==> config.mk <==
export PLATFORM = sky130hd
export DESIGN_NAME = timer_writeback_arbiter
export DESIGN_NICKNAME = d
export VERILOG_FILES = /design/src/rtl/timer_writeback_arbiter.sv
export SDC_FILE = /design/constraint.sdc
export NUM_CORES = 1
export LEC_CHECK = 0
export CAP_MARGIN = 20
export CORE_AREA = 2 2 128 130
export CTS_CLUSTER_DIAMETER = 150
export CTS_CLUSTER_SIZE = 10
export DETAILED_ROUTE_END_ITERATION = 12
export DIE_AREA = 0 0 130 132
export PLACE_DENSITY_LB_ADDON = 0.2
export SLEW_MARGIN = 20
export SYNTH_ARGS = -nofsm -noshare
export SYNTH_HDL_FRONTEND = slang
export SYNTH_SLANG_ARGS = --single-unit
==> constraint.sdc <==
create_clock -name clk -period 7.4 [get_ports clk]
set_clock_uncertainty 0.05 [all_clocks]
set_input_delay 2.22 -clock clk [delete_from_list [all_inputs] [get_ports clk]]
set_output_delay 2.22 -clock clk [all_outputs]
set_load 0.02 [all_outputs]
==> src/rtl/timer_writeback_arbiter.sv <==
// Round-robin merge of the command-timer completion channels into one
// register-file writeback port, with a single-entry output register.
module timer_writeback_arbiter #(
    parameter int DATABITWIDTH = 16,
    parameter int CHANNELS     = 8
) (
    input  logic                        clk,
    input  logic                        clk_en,
    input  logic                        sync_rst,
    input  logic [CHANNELS-1:0]         TimerInACK,
    output logic [CHANNELS-1:0]         TimerInREQ,
    input  logic [CHANNELS*4-1:0]       RegisterDestIn,
    input  logic [CHANNELS*32-1:0]      TimerDataIn,
    output logic                        WritebackACK,
    input  logic                        WritebackREQ,
    output logic [3:0]                  WritebackDest,
    output logic [DATABITWIDTH-1:0]     WritebackData,
    output logic [$clog2(CHANNELS)-1:0] WritebackSource
);

    localparam int SW = $clog2(CHANNELS);

    logic                    out_valid;
    logic [3:0]              out_dest;
    logic [DATABITWIDTH-1:0] out_data;
    logic [SW-1:0]           out_source;
    logic [SW-1:0]           last_grant;

    logic                    grant_valid;
    logic [SW-1:0]           grant_idx;
    logic [SW-1:0]           scan_idx;
    logic                    out_free;
    logic                    accept;
    logic                    drain;
    logic [3:0]              sel_dest;
    logic [31:0]             sel_data;
    logic [DATABITWIDTH-1:0] fit_data;

    // Scan starts one past the last winner; SW-bit wrap gives the modulo
    // because CHANNELS is a power of two. The last probe revisits last_grant.
    always_comb begin
        grant_valid = 1'b0;
        grant_idx   = '0;
        scan_idx    = '0;
        for (int k = 1; k <= CHANNELS; k++) begin
            scan_idx = last_grant + SW'(k);
            if (!grant_valid && TimerInACK[scan_idx]) begin
                grant_valid = 1'b1;
                grant_idx   = scan_idx;
            end
        end
    end

    assign out_free = ~out_valid | WritebackREQ;
    assign accept   = clk_en & ~sync_rst & out_free & grant_valid;
    assign drain    = clk_en & out_valid & WritebackREQ;

    always_comb begin
        TimerInREQ = '0;
        if (accept) begin
            TimerInREQ[grant_idx] = 1'b1;
        end
    end

    assign sel_dest = RegisterDestIn[4*int'(grant_idx) +: 4];
    assign sel_data = TimerDataIn[32*int'(grant_idx) +: 32];

    generate
        if (DATABITWIDTH < 32) begin : g_trunc
            logic unused_data_hi;
            assign unused_data_hi = ^sel_data[31:DATABITWIDTH];
            assign fit_data = sel_data[DATABITWIDTH-1:0];
        end else if (DATABITWIDTH == 32) begin : g_exact
            assign fit_data = sel_data;
        end else begin : g_zext
            assign fit_data = {{(DATABITWIDTH-32){1'b0}}, sel_data};
        end
    endgenerate

    always_ff @(posedge clk) begin
        if (sync_rst) begin
            out_valid  <= 1'b0;
            out_dest   <= '0;
            out_data   <= '0;
            out_source <= '0;
            last_grant <= SW'(CHANNELS - 1);
        end else if (clk_en) begin
            if (accept) begin
                out_valid  <= 1'b1;
                out_dest   <= sel_dest;
                out_data   <= fit_data;
                out_source <= grant_idx;
                last_grant <= grant_idx;
            end else if (drain) begin
                out_valid  <= 1'b0;
            end
        end
    end

    assign WritebackACK    = out_valid;
    assign WritebackDest   = out_dest;
    assign WritebackData   = out_data;
    assign WritebackSource = out_source;

endmodule

* After elaboration in Yosys (flattened, before gate mapping)
Index checks and enable logic that the tools add are counted.
** Storage, ports and cells
- Register bits :: 27
- Input bits :: 300
- Output and inout port bits :: 32
- Word-level logic and storage cells :: 87
** Operators by class
- Add/sub/neg operators :: 7
- Magnitude comparators :: 10
- Shift operators :: 2
- Mux-type cells :: 37
- Bitwise gates (word level) :: 8
- Reduce and logical (&&, ||, !) cells :: 18
** Operator list (number)
- $shiftx 256x9->16 :: 1
- $lt 3x4->1 const B :: 9
- $shiftx 32x6->4 :: 1
- $bmux 1 s3 :: 8
- $mux 3 :: 8
- $mux 1 :: 19
- $add 3x3->3 const B :: 4
- $logic_and 1x1->1 :: 8
- $mux 8 :: 1
- $logic_not 1->1 :: 7
- $add 3x2->3 const B :: 2
- $and 1x1->1 :: 5
- $reduce_and 2->1 :: 2
- $add 3x1->3 const B :: 1
- $demux 1 s3 :: 1
- $ge 3x1->1 const B :: 1
- $not 1->1 :: 2
- $reduce_bool 2->1 :: 1
- $or 1x1->1 :: 1

* Depth between registers and ports, before layout
- Depth in word-level cells :: 30
- Depth in mapped cells :: 17
- Depth with buffers taken out :: 11

* Worst setup path after synthesis
No wires, ideal clock.
- Kind :: input to output
- From :: input TimerInACK[4]
- To :: output TimerInREQ[1]
- Arrival :: 4777 ps
- Data required time :: 5130 ps
- Slack :: 353 ps
- Stages :: 10
- Path buffers :: 3
- Cell sequence :: mux4_2 mux2i_1 nand4_4 nor3_4 o22ai_4 buf_6 buf_6 or2_2 clkbuf_1 nor3b_1
** On the way
- Cells in the longest elaborated chain, start to end :: 29
** RTL lines
- from (decl) :: line 10 : input logic [CHANNELS-1:0] TimerInACK,
- $bmux 1 s3 :: line 47 : if (!grant_valid && TimerInACK[scan_idx]) begin
- $mux 1 (implied by the code) :: line 47
- $mux 1 :: line 47
- $logic_not 1->1 :: line 47
- $logic_and 1x1->1 :: line 47
- $mux 1 :: line 47
- $logic_not 1->1 :: line 47
- $logic_and 1x1->1 :: line 47
- [... 13 more ...]
- $logic_not 1->1 :: line 47
- $logic_and 1x1->1 :: line 47
- $mux 3 :: line 47
- $lt 3x4->1 (implied by the code) / $ge 3x1->1 (equally long branches) :: line 61 : TimerInREQ[grant_idx] = 1'b1;
- $logic_and 1x1->1 (implied by the code) :: line 61
- $mux 1 (implied by the code) :: line 61
- $demux 1 s3 :: line 61
- $mux 8 * :: line 60 : if (accept) begin
- to (decl) :: line 11 : output logic [CHANNELS-1:0] TimerInREQ,
Mark *: on every way between the ends. The rest lies on a longest branch, timed or not. The select of a mux whose other input is x is not followed.

* Worst setup path after layout
- From :: input TimerInACK[4]
- To :: output TimerInREQ[3]
Same word-level chain as after synthesis.

==> impl_metrics.yaml <==
synthesis:
  yosysMostFrequentCell: "nor2_1"
  synth-edff-count: 0
  async_flop_share_pct: 0
  netlist_instances: 365
  synth_top_area_share_pct: 16.1
  ys.flop_type: "dfxtp_1"
  yosysSeqAreaShare_pct: 16.1
  synth_nets: 667
  synth_seq_cells: 27
  yosysTopAreaCell: "dfxtp_1"
  ys_types: 51
  syn_area_per_cell_um2: 9.20
  synth_common_cells: "50 x nor2_1, 47 x mux2i_1, 29 x mux2_2"
  yosys_warnings: 0
  synth_area_um2: 3360
  synth.top_cells.by_area: "dfxtp_1 16%, mux4_2 15%, mux2i_1 14%"
floorplanning:
  core.rowCount: 46
  ioPinCount: 332
  die_w_um: 130
  initial_utilization_pct: 21.4
  die_y_um: 132
  core_um2: 15700
  dieArea_um2: 17200
worst_hold_path:
  hold_class: "reg2reg"
setup_path:
  required_ns: 5.13
  cp_cell_sequence: "dlygate4sd2_1, mux4_2, mux2i_4, nand2_1, or2_1, a311oi_1, buf_4, a2bb2oi_4, inv_1, buf_4, nand2_1, nor2_1, dlygate4sd2_1"
  arrival_ns: 4.92
  critPathBufInv: 5
  cp_max_fo: 8
  cp_slowest_cell: "mux4_2"
  cp_top_family: "buffers and inverters"
  start_kind: "input pin"
  crit_type: "in2out"
  cpPeakStageDelay_ns: 0.55
  cp-end-kind: "output port"
timing:
  tightest_slew_ns: 0.757
  fin_crit_ns: 7.19
  hold_slack_ns: 0.432
  tns_ns: 0
  finalWorstSetupSlack_ns: 0.215
  rsz0062_at_grt: "false"
  report.final.slew_viol_count: 0
  finalSetupViolCount: 0
  hold_viol_final: 0
  period_share_pct: 97.1
  max_freq_ghz: 0.139
  maxSlewHeadroom_pct: 49.5
global_routing:
  grt_overflow: 0
  grt_pass1_wl_um: 21000
  grt_usage_pct: 15.4
  grt_max_degree: 57
  grt_antenna_before_repair: 0
  grt_pass1_vias: 3916
finish:
  area_delta_synth_final_pct: 74.0
  antenna_cells: 0
  drive_above_1_share_pct: 18.5
  fillCellCount: 1604
  post-route-util_pct: 37.2
  finalNetCount: 882
status:
  status: "finished clean"
clocking:
  path_clk_slew_ns: 0.07
  h-tree-depth: 1
  cts_tree: "yes"
  clock-root-buffer: "clkbuf_16"
  clk_path_buf_depth: 2
  cts_hold_buf: 0
  cts_buffers: 3
  clock_latency_ns: 0.26
  numClockSinks: 27
power_and_ir_drop:
  peakVddDrop_v: 0.000110
  power.total_mw: 1.21
  power_density_nw_per_um2: 207
  p_leak_nw: 2.31
detailed_routing:
  routed_wl_um: 13300
  dr.pass1.iters: 5
  first_iter_violations: 168
  ant_nets: 0
  wl_per_cell_um: 16.7
  drc: 0
  viasPerCell: 4.68
  vias: 3724
placed_design:
  gp_congestion: 0.834
  dp.final_hpwl_um: 10800
  portBuffers: 203
  dpl_worst_slack_ns: -0.330
flow_run:
  drv_cap: 0
-- cells by family after synthesis --
logic type                 count (synthesis)  synth area share, %
and+or+nand+nor                           95                 13.7
DFF                                       27                 16.1
xor gates and xnor gates                   3                0.782
adders and majority gates                  2                0.745
buffers and inverters                     41                 7.00
muxes                                    103                 40.5
AOI/OAI and AO/OA                         94                 21.2
-- tightest hold or removal path, stage by stage (launching register included) --
cell,delay (ns)
dfxtp_1,0.31
nand2_1,0.05
a21oi_1,0.07
-- placed cells by master (no fill, tap or decap), types with 5 or more instances in the layout --
master,n
clkdlybuf4s50_1,187
nor2_1,50
mux2i_1,46
buf_4,40
mux2_2,29
a21oi_1,28
dfxtp_1,27
mux4_2,22
a221o_1,20
a211oi_1,16
nand2_1,15
dlygate4sd2_1,15
nor3b_1,9
inv_1,8
nand3_1,5
-- area by class of cell --
class / count / area [µm²] / area share [%]
Multi-Input combinational cell: 297 / 2610 / 44.6
Tap cell: 216 / 270 / 4.62
Inverter: 8 / 30.0 / 0.514
Clock buffer: 3 / 75.1 / 1.28
Sequential cell: 27 / 541 / 9.25
Timing Repair Buffer: 243 / 2320 / 39.6
Clock inverter: 1 / 7.51 / 0.128
-- power by group --
part	switching [mW]	leakage (nW)	total, mW	internal, mW
Clock	0.0563	0.0371	0.130	0.0737
Sequential	0.0254	0.223	0.211	0.186
Combinational	0.416	2.05	0.868	0.452
-- sequential cells by signal (all words and copies together) (netlist names) --
register and count:
WritebackDest 4, WritebackData 16, WritebackSource 3, last_grant 3, WritebackACK 1
-- timing repair --
item                                    in CTS  in global routing
resized for setup                           16                  2
endpoints found under the setup margin       8                  8
setup buffers                                1                  0
-- final timing paths --
| path | to | cells after the start | start | slack [ns] |
|---|---|---|---|---|
| setup / recovery | TimerInREQ[3] | 13 | TimerInACK[4] | 0.21 |
| hold / removal | WritebackSource[0]$_SDFFE_PP0P_ | 2 | WritebackSource[0]$_SDFFE_PP0P_ | 0.43 |
| setup reg to reg | WritebackData[13]$_SDFFE_PP0P_ | 14 | last_grant[1]$_SDFFE_PP1P_ | 3.09 |
| hold reg to reg | WritebackSource[0]$_SDFFE_PP0P_ | 2 | WritebackSource[0]$_SDFFE_PP0P_ | 0.43 |
-- per-stage QoR --
step	instances	cell area, µm²
floorplan	365	3360
global placement	790	5760
detailed placement	790	5760
CTS	795	5840
global route	795	5840
finish	795	5840
-- layer usage --
layer | up-vias | GRT usage, % | part of all wire [%]
met3 | 12 | 2.76 | 6.2
met1 | 1723 | 20.1 | 43
met5 | - | 0 | 0
met4 | 0 | 3.29 | 1.5
met2 | 147 | 26.3 | 49
li1 | 1842 | - | -
No activity file was read; power rests on OpenSTA's default activity.
